--- config.mk ---
export PLATFORM = sky130hd
export DESIGN_NAME = dsp_mac_acc
export DESIGN_NICKNAME = d
export VERILOG_FILES = /design/src/rtl/dsp_mac_acc.sv
export SDC_FILE = /design/constraint.sdc
export NUM_CORES = 1
export LEC_CHECK = 0
export BUFFER_PORTS_ARGS = -buffer_cell sky130_fd_sc_hd__buf_4
export CELL_PAD_IN_SITES_DETAIL_PLACEMENT = 1
export CELL_PAD_IN_SITES_GLOBAL_PLACEMENT = 1
export CORE_ASPECT_RATIO = 2
export CORE_UTILIZATION = 45
export CTS_CLUSTER_DIAMETER = 80
export CTS_CLUSTER_SIZE = 12
export DETAILED_ROUTE_END_ITERATION = 8
export GPL_ROUTABILITY_DRIVEN = 0
export PLACE_DENSITY = 0.85
export SLEW_MARGIN = 0
export SYNTH_ARGS = -nofsm -noshare
export SYNTH_HDL_FRONTEND = slang
export SYNTH_SLANG_ARGS = --single-unit
--- constraint.sdc ---
create_clock -name i_clk -period 11.44 [get_ports i_clk]
set_input_delay 2.288 -clock i_clk [delete_from_list [all_inputs] [get_ports i_clk]]
set_output_delay 2.288 -clock i_clk [all_outputs]
set_load 0.03 [all_outputs]
--- src/rtl/dsp_mac_acc.sv ---
// dsp_mac_acc: sums a packet of signed products, rounds/shifts/saturates the sum to sample width,
// and presents one result per packet over a valid/ready handshake.
module dsp_mac_acc #(
   parameter int IN_WIDTH   = 35,
   parameter int ACC_WIDTH  = 48,
   parameter int FRAC_SHIFT = 16,
   parameter int OUT_WIDTH  = 17,
   parameter int CNT_WIDTH  = 16
) (
   input  logic                 i_clk,
   input  logic                 i_reset,
   input  logic                 i_valid,
   input  logic [IN_WIDTH-1:0]  i_data,
   input  logic                 i_last,
   output logic                 o_ready,
   output logic                 o_valid,
   output logic [OUT_WIDTH-1:0] o_data,
   output logic                 o_sat,
   output logic                 o_acc_ovf,
   output logic [CNT_WIDTH-1:0] o_beats,
   input  logic                 i_ready
);
   typedef enum logic {ACCUM, HOLD} state_t;
   localparam logic signed [ACC_WIDTH:0]   ONE   = 1;
   localparam logic signed [ACC_WIDTH:0]   HALF  = (ONE <<< FRAC_SHIFT) >>> 1;
   localparam logic signed [ACC_WIDTH:0]   O_MAX = (ONE <<< (OUT_WIDTH - 1)) - ONE;
   localparam logic signed [ACC_WIDTH:0]   O_MIN = -(ONE <<< (OUT_WIDTH - 1));
   localparam logic signed [ACC_WIDTH-1:0] A_MAX = {1'b0, {(ACC_WIDTH-1){1'b1}}};
   localparam logic signed [ACC_WIDTH-1:0] A_MIN = {1'b1, {(ACC_WIDTH-1){1'b0}}};
   state_t state, state_nxt;
   logic signed [ACC_WIDTH-1:0] acc, ext, sum;
   logic signed [ACC_WIDTH:0]   sum_wide, rnd;
   logic [CNT_WIDTH-1:0]        cnt, cnt_inc;
   logic [OUT_WIDTH-1:0]        out_q;
   logic                        ovf, add_ovf, take, out_sat;
   always_comb begin
      ext       = ACC_WIDTH'($signed(i_data));
      sum_wide  = {acc[ACC_WIDTH-1], acc} + {ext[ACC_WIDTH-1], ext};
      add_ovf   = sum_wide[ACC_WIDTH] ^ sum_wide[ACC_WIDTH-1];
      sum       = add_ovf ? (sum_wide[ACC_WIDTH] ? A_MIN : A_MAX) : sum_wide[ACC_WIDTH-1:0];
      // one guard bit keeps the half-LSB rounding add from wrapping at the clamp limits
      rnd       = ($signed({sum[ACC_WIDTH-1], sum}) + HALF) >>> FRAC_SHIFT;
      out_sat   = (rnd > O_MAX) || (rnd < O_MIN);
      out_q     = rnd > O_MAX ? O_MAX[OUT_WIDTH-1:0] : rnd < O_MIN ? O_MIN[OUT_WIDTH-1:0] : rnd[OUT_WIDTH-1:0];
      cnt_inc   = &cnt ? cnt : cnt + CNT_WIDTH'(1);
      o_valid   = state == HOLD;
      o_ready   = !o_valid || i_ready;
      take      = i_valid && o_ready;
      state_nxt = (take && i_last) ? HOLD : i_ready ? ACCUM : state;
   end
   always_ff @(posedge i_clk) begin
      if (i_reset) begin
         state     <= ACCUM;
         acc       <= '0;
         cnt       <= '0;
         ovf       <= 1'b0;
         o_data    <= '0;
         o_sat     <= 1'b0;
         o_acc_ovf <= 1'b0;
         o_beats   <= '0;
      end else begin
         state <= state_nxt;
         if (take && i_last) begin
            o_data    <= out_q;
            o_sat     <= out_sat;
            o_acc_ovf <= ovf | add_ovf;
            o_beats   <= cnt_inc;
            acc       <= '0;
            cnt       <= '0;
            ovf       <= 1'b0;
         end else if (take) begin
            acc <= sum;
            cnt <= cnt_inc;
            ovf <= ovf | add_ovf;
         end
      end
   end
endmodule

==> reports/metrics.csv <==
stage,metric,value,unit
power,Clk network pwr share,0.140,
critical_path,Critical Path Fanout Max,36,
synthesis,Gate Count Post-Synth,1202,
timing,min Tclk post-route,9.52,ns
power,sequential share of power,0.183,
synthesis,main combinational cell family by area after synthesis,compound AO/OA/AOI/OAI gates,
clock_network,CTS max path bufs,2,
drt,Avg Vias per Cell,6.49,
synthesis,"Cell Area, Synth",0.00897,sq mm
run_status,status,"finished, violations left",
grt,Congestion Overflow GR,0,
timing,Pins Over Slew Limit,0,
place,Detailed Place HPWL,26300,um
synthesis,syn_nets,1295,
cells_and_area,Syn-to-layout area delta,9.95,%
critical_path,Critical Path Max Stage Delay,0.84,ns
synthesis,Yosys Warn Count,0,
floorplanning,Core Footprint,0.0195,sq mm
flow_run,max_cap viols,1,
synthesis,asr flop ratio synth,0,
clock_network,CTS HTree Levels,3,
critical_path,Most common cell on crit path,nor2_1,
drt,Pre-antenna DRT Iters,5,
floorplanning,std cell rows,72,
clock_network,post-cts hold buffer count,0,
timing,worst-margin pin slew,1.47,ns
timing,Post-Route Setup TNS,0,ns
timing,endpoints failing setup,0,
clock_network,clk_lat worst skew,0.38,ns
cells_and_area,Final Non-Filler Cells,1482,
synthesis,synthesized-area fraction occupied by xor and xnor cells,0.0664,
cells_and_area,Filler Cells Inserted,2536,
floorplanning,Initial Util,0.461,
min_path,Hold Path Depth,2,
clock_network,clock-pin slew on the worst setup and hold paths,0.09,ns
clock_network,cts repair resizes,0,
drt,Post-Route WL,35000,um
synthesis,mux contribution to synthesized area,0.0151,
power,Pwr Density,239,mW/mm^2
synthesis,Synth Area in Adders,0.0748,
timing,fmax,105,MHz
place,dpl cells,1466,
critical_path,type of origin of the critical path,input port,
grt,largest net degree at the start of global routing,77,
timing,"Hold Violations, Final",0,
cells_and_area,fin nets,1311,
power,Gate power share,0.677,
floorplanning,Die W,102,um
floorplanning,DIE AREA,0.0205,sq mm
timing,RSZ-0062 raised after global routing,false,
synthesis,Simple-Gate Fraction of Synth Area,0.270,
floorplanning,top-level port count,77,
timing,fin crit share,0.832,
clock_network,Root Driver,clkbuf_16,
clock_network,Post-CTS Setup Bufs,0,
grt,vias in the first global route,10200,
power,Lkg Pwr,3.83,nW
critical_path,cells on worst reg2reg path,25,
synthesis,complex-gate fraction of the synthesized area,0.300,
timing,relative slew slack,0.0123,
clock_network,CTS Buf Count,9,
synthesis,ys flop type,dfxtp_1,
critical_path,crit path DAT,9.81,ns
clock_network,CTS tree,yes,
synthesis,Post-synth EDFFs,0,
timing,hold_ws,0.463,ns
cells_and_area,# diodes,0,
power,"IR drop worst, VDD",0.125,mV
synthesis,"Seq/Total Area, Yosys",0.226,
grt,number of antenna violations at the first check in global routing,0,
drt,Vias,9621,
power,Net Sw Power,1.31,mW
grt,gr usage total,0.353,
power,cell internal pwr,1.05,mW
synthesis,post-synth cell types,105,
critical_path,critical path required time,11.73,ns
synthesis,Post-Syn Area per Cell,7.46,sq um
drt,Final ANT Viol Nets,0,
timing,Setup Skew,0.0130,ns
cells_and_area,layout cell share with drive strength beyond 1,0.132,
floorplanning,Die Ht,202,um
drt,drt drc,0,
critical_path,"Worst Path Class, Setup",input port to flip-flop,
place,Buffers on Ports,76,
synthesis,#FFs+latches synth,101,
drt,violation count after the first detailed-routing iteration,453,
critical_path,Slowest cell on crit path,ha_2,
critical_path,critical path endpoint category,flip-flop,
power,Net Sw Frac,0.554,
grt,first-pass GRT wire length,54400,um
cells_and_area,"Core Util, Final",0.507,
min_path,Hold WC Path Type,flip-flop to flip-flop,
drt,Wirelength per Cell,23.6,um
run_status,failing checks,capacitance limit,
clock_network,clk sinks,101,
-- through the flow --
stage | instance area [sq um] | power (mW) | setup slack, ns
after global placement | 9550 | 1.91 | 1.93
final | 9860 | 2.36 | 1.92
after global routing | 9860 | 2.48 | 1.40
after CTS | 9860 | 2.28 | 2.08
after floorplan | 8970 | 1.50 | 2.61
after detailed placement | 9550 | 1.94 | 1.78
-- final timing paths --
kind / slack [ns] / to / startpoint
worst max-delay path: 1.92 / o_data[15] / i_data[18]
worst min-delay path: 0.46 / acc[7] / acc[7]
worst max register to register: 3.61 / o_data[15] / acc[18]
worst min register to register: 0.46 / acc[7] / acc[7]
-- sequential cells by signal, summed over array words and instances, names as in the netlist --
signal,flops
ovf,1
cnt,16
o_data,17
o_beats,16
acc,48
o_valid,1
o_acc_ovf,1
o_sat,1
-- critical path: cells and delay by family --
kind                     cells  cell delay (ns)
AO/OA/AOI/OAI               12             3.69
buffers and inverters        2             0.23
AND/OR/NAND/NOR              8             1.89
XOR/XNOR                     1             0.16
adder cells (fa/ha/maj)      3             1.51
-- cell families (layout without fill, tap and decap cells) --
kind of cell,Yosys count,count (layout)
adder cells (fa/ha/maj),53,53
XOR/XNOR,68,68
flip-flops,101,101
buffers and inverters,95,116
AO/OA/AOI/OAI,378,378
multiplexers,13,13
AND/OR/NAND/NOR,494,494
-- layout make-up --
type / instances / area (sq um) / area share
Sequential cell: 101 / 2020 / 0.205
Multi-Input combinational cell: 1006 / 6520 / 0.661
Clock buffer: 9 / 225 / 0.0228
Clock inverter: 7 / 86.3 / 0.00876
Timing Repair Buffer: 82 / 616 / 0.0624
Inverter: 18 / 67.6 / 0.00685
Tap cell: 259 / 324 / 0.0329
-- power groups by stage --
stage	clock network, mW	logic (mW)	registers (mW)
finish	0.332	1.60	0.431
detailed placement	0	1.50	0.439
CTS	0.336	1.52	0.431
global route	0.348	1.69	0.437
global placement	0	1.47	0.437
floorplan	0	1.05	0.448
-- layout by cell type, fill, tap and decap left out, drive strengths merged, types with 9 or more instances in the layout --
cell / n
buf: 82
a21oi: 96
mux2i: 9
a211oi: 47
o211ai: 13
and3: 16
inv: 22
or2: 9
nand2: 120
ha: 52
nor2b: 19
a21o: 21
o22ai: 18
nor3: 31
a311oi: 12
nand4: 30
xnor2: 39
dfxtp: 101
and2: 13
nand3: 21
nand2b: 9
o21ai: 86
xor2: 29
nor2: 186
o21a: 12
clkbuf: 9
-- cells in the mapped netlist, types with 7 or more instances --
library cell,instances,area [sq um]
nand4_1,28,175
o21a_1,11,82.6
o21ai_0,64,320
a311oi_1,12,105
nor2b_1,19,119
buf_2,19,95.1
a211oi_1,34,255
nand2_1,118,443
xor2_1,29,254
and3_1,16,100
nor3_1,30,150
a211oi_2,12,150
a21oi_1,92,460
ha_1,52,651
o22ai_1,17,106
buf_1,7,26.3
nand3_1,20,100
inv_1,18,67.6
a21o_1,21,158
and4_1,8,70.1
clkbuf_1,41,154
and2_1,12,75.1
nand2b_1,9,56.3
dfxtp_1,101,2020
o211ai_1,12,90.1
o21ai_1,20,100
xnor2_1,39,342
nor2_1,185,694
mux2i_1,9,90.1
-- per-layer routing --
metal	routed length (um)	up-vias	GRT usage
met5	0	-	0
li1	-	4430	-
met3	1740	184	0.0736
met2	18200	345	0.633
met4	3320	0	0.303
met1	11700	4662	0.325
No activity file was read; power rests on OpenSTA's default activity.
